**src/rtl/mac_pkg.sv**
```systemverilog
// Shared types and helpers for the streaming MAC.
// Provides the counter width helper and a widened add with an optional clamp.
package mac_pkg;

  localparam int ACC_MAX_W = 128;

  typedef logic signed [ACC_MAX_W-1:0] wide_t;

  typedef struct packed {
    wide_t sum;
    logic  ovf;
  } sat_res_t;

  function automatic int cnt_width(input int max_len);
    return $clog2(max_len + 1);
  endfunction

  // Both addends are sign-extended w-bit values, so the wide sum is exact and
  // overflow is equivalent to the sum leaving the w-bit signed range.
  function automatic sat_res_t sat_add(input wide_t acc, input wide_t p,
                                       input int w, input logic saturate);
    wide_t    full;
    wide_t    hi;
    wide_t    lo;
    sat_res_t res;
    full    = acc + p;
    hi      = (wide_t'(1) <<< (w - 1)) - wide_t'(1);
    lo      = -hi - wide_t'(1);
    res.ovf = (full > hi) || (full < lo);
    res.sum = full;
    if (saturate && res.ovf) begin
      res.sum = (full > hi) ? hi : lo;
    end
    return res;
  endfunction

endpackage

```
**src/rtl/mac_sat_acc.sv**
```systemverilog
// Stage-2 accumulator: adds each product, tracks sticky overflow, and
// clears itself on the final product of a vector. Holds when i_en is low.
module mac_sat_acc
  import mac_pkg::*;
#(
  parameter int D_W_ACC  = 64,
  parameter int SATURATE = 1
) (
  input  logic                      clk,
  input  logic                      rst,
  input  logic                      i_en,
  input  logic                      i_last,
  input  logic signed [D_W_ACC-1:0] i_p,
  output logic signed [D_W_ACC-1:0] o_sum,
  output logic                      o_ovf
);

  logic signed [D_W_ACC-1:0] r_acc;
  logic                      r_ovf_acc;
  sat_res_t                  w_res;

  always_comb begin
    w_res = sat_add(wide_t'(r_acc), wide_t'(i_p), D_W_ACC, SATURATE != 0);
    o_sum = w_res.sum[D_W_ACC-1:0];
    o_ovf = r_ovf_acc | w_res.ovf;
  end

  always_ff @(posedge clk or negedge rst) begin
    if (!rst) begin
      r_acc     <= '0;
      r_ovf_acc <= 1'b0;
    end else if (i_en) begin
      if (i_last) begin
        r_acc     <= '0;
        r_ovf_acc <= 1'b0;
      end else begin
        r_acc     <= o_sum;
        r_ovf_acc <= o_ovf;
      end
    end
  end

endmodule

```
**src/rtl/mac_stream.sv**
```systemverilog
// Streaming signed dot-product MAC: registered multiply, saturating or wrapping
// accumulate, one result per configurable-length vector with back-pressure.
module mac_stream
  import mac_pkg::*;
#(
  parameter int D_W         = 32,
  parameter int D_W_ACC     = 64,
  parameter int VEC_LEN_MAX = 16,
  parameter int SATURATE    = 1
) (
  input  logic                               clk,
  input  logic                               rst,
  input  logic [$clog2(VEC_LEN_MAX+1)-1:0]   cfg_len,
  input  logic                               s_valid,
  output logic                               s_ready,
  input  logic signed [D_W-1:0]              a,
  input  logic signed [D_W-1:0]              b,
  output logic                               m_valid,
  input  logic                               m_ready,
  output logic signed [D_W_ACC-1:0]          result,
  output logic                               overflow
);

  localparam int CNT_W = cnt_width(VEC_LEN_MAX);

  typedef enum logic {ST_IDLE, ST_ACCUM} vec_state_e;

  if (D_W_ACC < 2 * D_W || D_W_ACC >= ACC_MAX_W) begin : g_bad_width
    $error("mac_stream: D_W_ACC must be >= 2*D_W and < %0d", ACC_MAX_W);
  end

  vec_state_e                r_state;
  logic [CNT_W-1:0]          r_beat;
  logic [CNT_W-1:0]          r_len;
  logic signed [D_W_ACC-1:0] r_p;
  logic                      r_p_vld;
  logic                      r_p_last;

  logic                      w_adv;
  logic                      w_accept;
  logic                      w_is_last;
  logic                      w_load;
  logic                      w_acc_en;
  logic [CNT_W-1:0]          w_len_cfg;
  logic [CNT_W-1:0]          w_len_eff;
  logic signed [2*D_W-1:0]   w_prod;
  logic signed [D_W_ACC-1:0] w_sum;
  logic                      w_ovf;

  // A pending unaccepted result stalls the whole pipe, including the input.
  always_comb begin
    w_adv     = !m_valid || m_ready;
    w_accept  = s_valid && w_adv;
    w_len_cfg = cfg_len;
    if (cfg_len == '0) begin
      w_len_cfg = CNT_W'(1);
    end else if (cfg_len > CNT_W'(VEC_LEN_MAX)) begin
      w_len_cfg = CNT_W'(VEC_LEN_MAX);
    end
    w_len_eff = (r_state == ST_IDLE) ? w_len_cfg : r_len;
    w_is_last = (r_beat == w_len_eff - CNT_W'(1));
    w_prod    = (2 * D_W)'(a) * (2 * D_W)'(b);
    w_acc_en  = w_adv && r_p_vld;
    w_load    = w_acc_en && r_p_last;
  end

  assign s_ready = w_adv;

  always_ff @(posedge clk or negedge rst) begin
    if (!rst) begin
      r_state <= ST_IDLE;
      r_beat  <= '0;
      r_len   <= '0;
    end else if (w_accept) begin
      if (r_state == ST_IDLE) begin
        r_len <= w_len_cfg;
      end
      if (w_is_last) begin
        r_beat  <= '0;
        r_state <= ST_IDLE;
      end else begin
        r_beat  <= r_beat + CNT_W'(1);
        r_state <= ST_ACCUM;
      end
    end
  end

  always_ff @(posedge clk or negedge rst) begin
    if (!rst) begin
      r_p      <= '0;
      r_p_vld  <= 1'b0;
      r_p_last <= 1'b0;
    end else if (w_adv) begin
      r_p      <= D_W_ACC'(w_prod);
      r_p_vld  <= s_valid;
      r_p_last <= w_is_last;
    end
  end

  mac_sat_acc #(
    .D_W_ACC  (D_W_ACC),
    .SATURATE (SATURATE)
  ) u_acc (
    .clk    (clk),
    .rst    (rst),
    .i_en   (w_acc_en),
    .i_last (r_p_last),
    .i_p    (r_p),
    .o_sum  (w_sum),
    .o_ovf  (w_ovf)
  );

  // A final sum loading in the same cycle as acceptance keeps m_valid high.
  always_ff @(posedge clk or negedge rst) begin
    if (!rst) begin
      m_valid  <= 1'b0;
      result   <= '0;
      overflow <= 1'b0;
    end else if (w_adv) begin
      m_valid <= w_load;
      if (w_load) begin
        result   <= w_sum;
        overflow <= w_ovf;
      end
    end
  end

endmodule

```
**config.mk**
```make
export PLATFORM = sky130hd
export DESIGN_NAME = mac_stream
export DESIGN_NICKNAME = d
export VERILOG_FILES = /design/src/rtl/mac_pkg.sv /design/src/rtl/mac_sat_acc.sv /design/src/rtl/mac_stream.sv
export SDC_FILE = /design/constraint.sdc
export NUM_CORES = 2
export LEC_CHECK = 0
export CAP_MARGIN = 20
export CORE_MARGIN = 2
export CORE_UTILIZATION = 65
export CTS_CLUSTER_DIAMETER = 120
export DETAILED_ROUTE_END_ITERATION = 10
export HOLD_SLACK_MARGIN = 0.06
export PLACE_DENSITY = 0.83
export SLEW_MARGIN = 20
export SYNTH_ARGS = -nofsm -noshare
export SYNTH_HDL_FRONTEND = slang
export SYNTH_SLANG_ARGS = --single-unit
```
**constraint.sdc**
```tcl
create_clock -name clk -period 5.2 [get_ports clk]
set_input_delay 0.78 -clock clk [delete_from_list [all_inputs] [get_ports clk]]
set_output_delay 0.78 -clock clk [all_outputs]
set_load 0.02 [all_outputs]
```
==> reports/results.txt, run 1 <==
Sequential share of the synthesized area - 10.8%
Yosys reg bits - 208
Error msg - [ERROR GRT-0232] Routing congestion too high. Check the congestion heatmap in the GUI.
Post-GRT worst EP - r_p[62]$_DFFE_PN0N_/D
Port Buffers - 139
Syn nets - 6669
Asr flop ratio synth - 100%
Post-Syn Area - 0.0482 mm²
I/O pin total - 140
Tot GR Track Use - 74.4%
Most used DFF post-synth - dfrtp_1
Failing step - global routing
Starting Density - 65.9%
Top post-synthesis cells by area - fa_1, dfrtp_1, inv_1
Yosys top cell area share - 44.9%
Post-synth EDFFs - 0
Clk buf depth - 3
Dpl hpwl - 112000 µm
GPL Wtd Cong - 0.970
Clock sink total - 208
Htree depth - 1
Status - did not finish
Number of synthesis warnings - 0
Avg Cell Area, Syn - 9.17 µm²
Grt total ovfl - 27
Largest area contributor in the netlist - fa_1
Mapped Cells - 5263
Num CTS Buffers - 21
Synth cell types - 89
Root Buffer Master - clkbuf_16
Post-CTS Hold Fix Bufs - 0
Inst Count DP - 6563
Rows - 99
Largest net degree at the start of global routing - 113
Die Span Y - 276 µm
Worst EP kind - register input
Die width - 276 µm
Yosys cell counts (8+ instances only):
library cell and n:
a211oi_1 18, a21boi_0 9, a21o_1 51, a21oi_1 197, a21oi_2 10, a22o_1 61
a31oi_1 26, and2_1 501, and3_1 14, buf_2 10, clkbuf_1 257, dfrtp_1 208
fa_1 1083, ha_1 250, inv_1 1031, nand2_1 783, nand2b_1 26, nand3_1 29
nand4_1 26, nor2_1 154, nor2b_1 8, nor3_1 32, o211ai_1 15, o21a_1 11
o21ai_0 120, o21ai_1 39, o21bai_1 20, o31ai_1 9, xnor2_1 75, xor2_1 57
layer usage:
metal  GRT usage, %  GRT overflow
met1           71.8             0
met2           87.0             9
met3           65.7             6
met4           73.9            11
met5           47.2             1
metrics by stage:
step           hold WS [ns]  setup TNS, ns  worst slack, ns  instance area (µm²)  utilization, %
2_1_floorplan         0.445         -84.00            -2.43                49300               -
3_3_place_gp          0.452        -138.06            -3.04                54700            74.7
3_5_place_dp          0.460        -146.67            -3.24                54700            74.7
4_1_cts               0.374         -91.89            -2.18                59800            81.7
cell families after synthesis:
kind of cell	after synthesis	share of synthesized area, %
buffers and inverters	1309	10.3
adder cells (fa/ha/maj)	1337	51.5
AND/OR/NAND/NOR	1619	16.2
AO/OA/AOI/OAI	649	8.68
flip-flops	208	10.8
XOR/XNOR	132	2.40
multiplexers	9	0.200
timing repair:
| item | 4_1_cts |
|---|---|
| gates cloned | 47 |
| setup endpoints to repair | 56 |
| setup buffers | 172 |
| pin swaps | 380 |
| gates resized for setup | 745 |
==> run 2: changes to the inputs <==
- CORE_UTILIZATION: 65 -> 40
- CTS_CLUSTER_DIAMETER: 120 -> not set
- HOLD_SLACK_MARGIN: 0.06 -> not set
- PLACE_DENSITY: 0.83 -> not set
- PLACE_DENSITY_LB_ADDON: not set -> 0.15
==> reports/results.txt, run 2 <==
Tot GR Track Use - 25.7%
Mapped Cells - 5263
Yosys top cell area share - 44.9%
Syn nets - 6669
CP Buf/Inv Count - 7
Largest area contributor in the netlist - fa_1
Share of post-route cells with drive strength above 1 - 23.1%
Antenna violations before repair - 7
Fin crit period - 7.51 ns
Clk buf depth - 3
Most common cell after layout, fill and taps aside - fa_1
Die width - 351 µm
Asr flop ratio synth - 100%
Top sig layer - met4
First-pass detailed-route iteration total - 5
Most frequent cells after synthesis - fa_1, inv_1, nand2_1, and2_1, clkbuf_1
Status - complete, but fails checks
Layout Nets - 7313
Via count - 38300
Final setup fails - 55
Arr. time, crit path - 7.91 ns
WL final - 156000 µm
FF+latch area - 0.00520 mm²
Clock skew - 0.0383 ns
Final WS setup - -2.31 ns
Vias in the first global route - 40600
Worst skew pair latency - 0.55 ns
Ant diodes - 0
Met2 routed WL - 71400 µm
Die Span Y - 351 µm
Multi-input gate area - 0.0403 mm²
Final Hold Vio Count - 0
Sequential share of the synthesized area - 10.8%
Unrepaired setup endpoints after global routing - yes
WS Path Type - primary input to flip-flop
GPL Wtd Cong - 0.902
Dpl hpwl - 119000 µm
Critical Path RT - 5.61 ns
Period Utilization, post-route - 144%
Number of synthesis warnings - 0
Critical Path Fanout Max - 4
I/O pin total - 140
Via density - 5.08
Htree depth - 1
Slew Limit Fails - 0
CTS tree - yes
Detailed router's first-iteration violation count - 2703
Root Buffer Master - clkbuf_16
Clock-pin slew of the registers on the worst-case setup and hold paths - 0.07 ns
ANT nets after route - 0
Max-cap viol count - 0
Most frequent CP cell - fa_1
Failing checks - negative setup slack
Starting Density - 40.3%
Post-synth EDFFs - 0
Critical path startpoint category - primary input
Grt total ovfl - 0
Num CTS Buffers - 22
WHS - 0.268 ns
Area Growth Syn to Fin - 29.0%
Highest clock rate - 133 MHz
Top post-synthesis cells by area - fa_1, dfrtp_1, inv_1
Slew margin rel. - 43.2%
CORE AREA - 0.120 mm²
Worst path max stage delay - 0.57 ns
Post-Syn Area - 0.0482 mm²
Port Buffers - 139
Worst Tran Pin Value - 0.848 ns
Largest regs - r_p x64, result x64, u_acc.r_acc x64
Rows - 127
Largest net degree at the start of global routing - 107
Delay-heaviest family, CP - adder cells
Synth cell types - 89
FILL cells - 11100
Drt wl/cell - 20.8 µm
Most common cell in the synthesized netlist - fa_1
Most used DFF post-synth - dfrtp_1
Min-Delay Path Class - primary input to async pin
Crit. End Element - flip-flop
First-pass GRT wire length - 242000 µm
Most frequent cells in the layout - fa_1, inv_1, nand2_1
Avg Cell Area, Syn - 9.17 µm²
Clock sink total - 208
Routed length on met3 - 10200 µm
Remaining DRCs - 0
Die area - 0.123 mm²
Slowest cell on crit path - fa_1
Yosys reg bits - 208
Metal-1 WL - 69700 µm
## run 2: cell counts after synthesis
Identical to the previous run, type by type.
## run 2: worst register-to-register path, delay by kind of cell, from the launching register on
| kind | cells | cell delay, ns |
|---|---|---|
| AO/OA/AOI/OAI | 8 | 2.37 |
| adder cells (fa/ha/maj) | 2 | 0.69 |
| buffers and inverters | 2 | 0.49 |
| flip-flops | 1 | 0.43 |
| AND/OR/NAND/NOR | 1 | 0.18 |
## run 2: logic make-up after synthesis
kind of cell,after synthesis,synth area share [%]
AOI/OAI and AO/OA,649,8.68
xor gates and xnor gates,132,2.40
adders and majority gates,1337,51.5
buffers and inverters,1309,10.3
DFF,208,10.8
muxes,9,0.200
and+or+nand+nor,1619,16.2
## run 2: area by class of cell
cell class	instances	share of cell area, %
Multi-Input combinational cell	3746	64.7
Timing Repair Buffer	898	16.2
Sequential cell	208	8.36
Inverter	1031	6.23
Tap cell	1612	3.24
Clock buffer	25	0.969
Clock inverter	14	0.239
## run 2: path summary, 6_finish.rpt
kind / startpoint / end / slack (ns) / depth (start not counted)
min in group clk: result[5]$_DFFE_PN0P_ / result[5]$_DFFE_PN0P_ / 0.46 / 2
setup reg to reg: r_p[0]$_DFFE_PN0N_ / u_acc.r_acc[61]$_DFFE_PN0P_ / 0.95 / 13
hold / removal: rst / r_len[2]$_DFFE_PN0P_ / 0.27 / 1
setup / recovery: a[14] / r_p[50]$_DFFE_PN0N_ / -2.31 / 27
max in group asynchronous: rst / r_p[45]$_DFFE_PN0N_ / 3.86 / 2
hold reg to reg: result[5]$_DFFE_PN0P_ / result[5]$_DFFE_PN0P_ / 0.46 / 2
## run 2: routing by layer
metal  global-route usage, %  up-vias
li1                        -    17200
met1                    36.2    19700
met2                    41.4     1159
met3                    4.03      234
met4                    6.62        0
met5                       0        -
## run 2: what timing repair did
action / CTS / global route
endpoints found under the setup margin: 56 / 56
pin swaps: 303 / 231
gates resized for setup: 622 / 359
hold buffers: 0 / 0
gates cloned: 42 / 6
buffers inserted: 144 / 65
endpoints found under the hold margin: 0 / 0
## run 2: through the flow
stage | cell area [µm²] | util, % | setup TNS [ns] | std cells | setup WS [ns]
after floorplan | 49300 | - | -84.00 | 5263 | -2.43
after global placement | 56000 | 46.7 | -147.88 | 7255 | -3.33
after detailed placement | 56000 | 46.7 | -149.81 | 7255 | -3.37
after CTS | 60600 | 50.6 | -96.06 | 7478 | -2.31
after global routing | 62200 | 52.0 | -104.78 | 7534 | -2.48
final | 62200 | 52.0 | -95.33 | 7534 | -2.31
Power of run 2 is not shown: default switching activity piles up to over one toggle a cycle in this logic, so the estimate is an artifact.
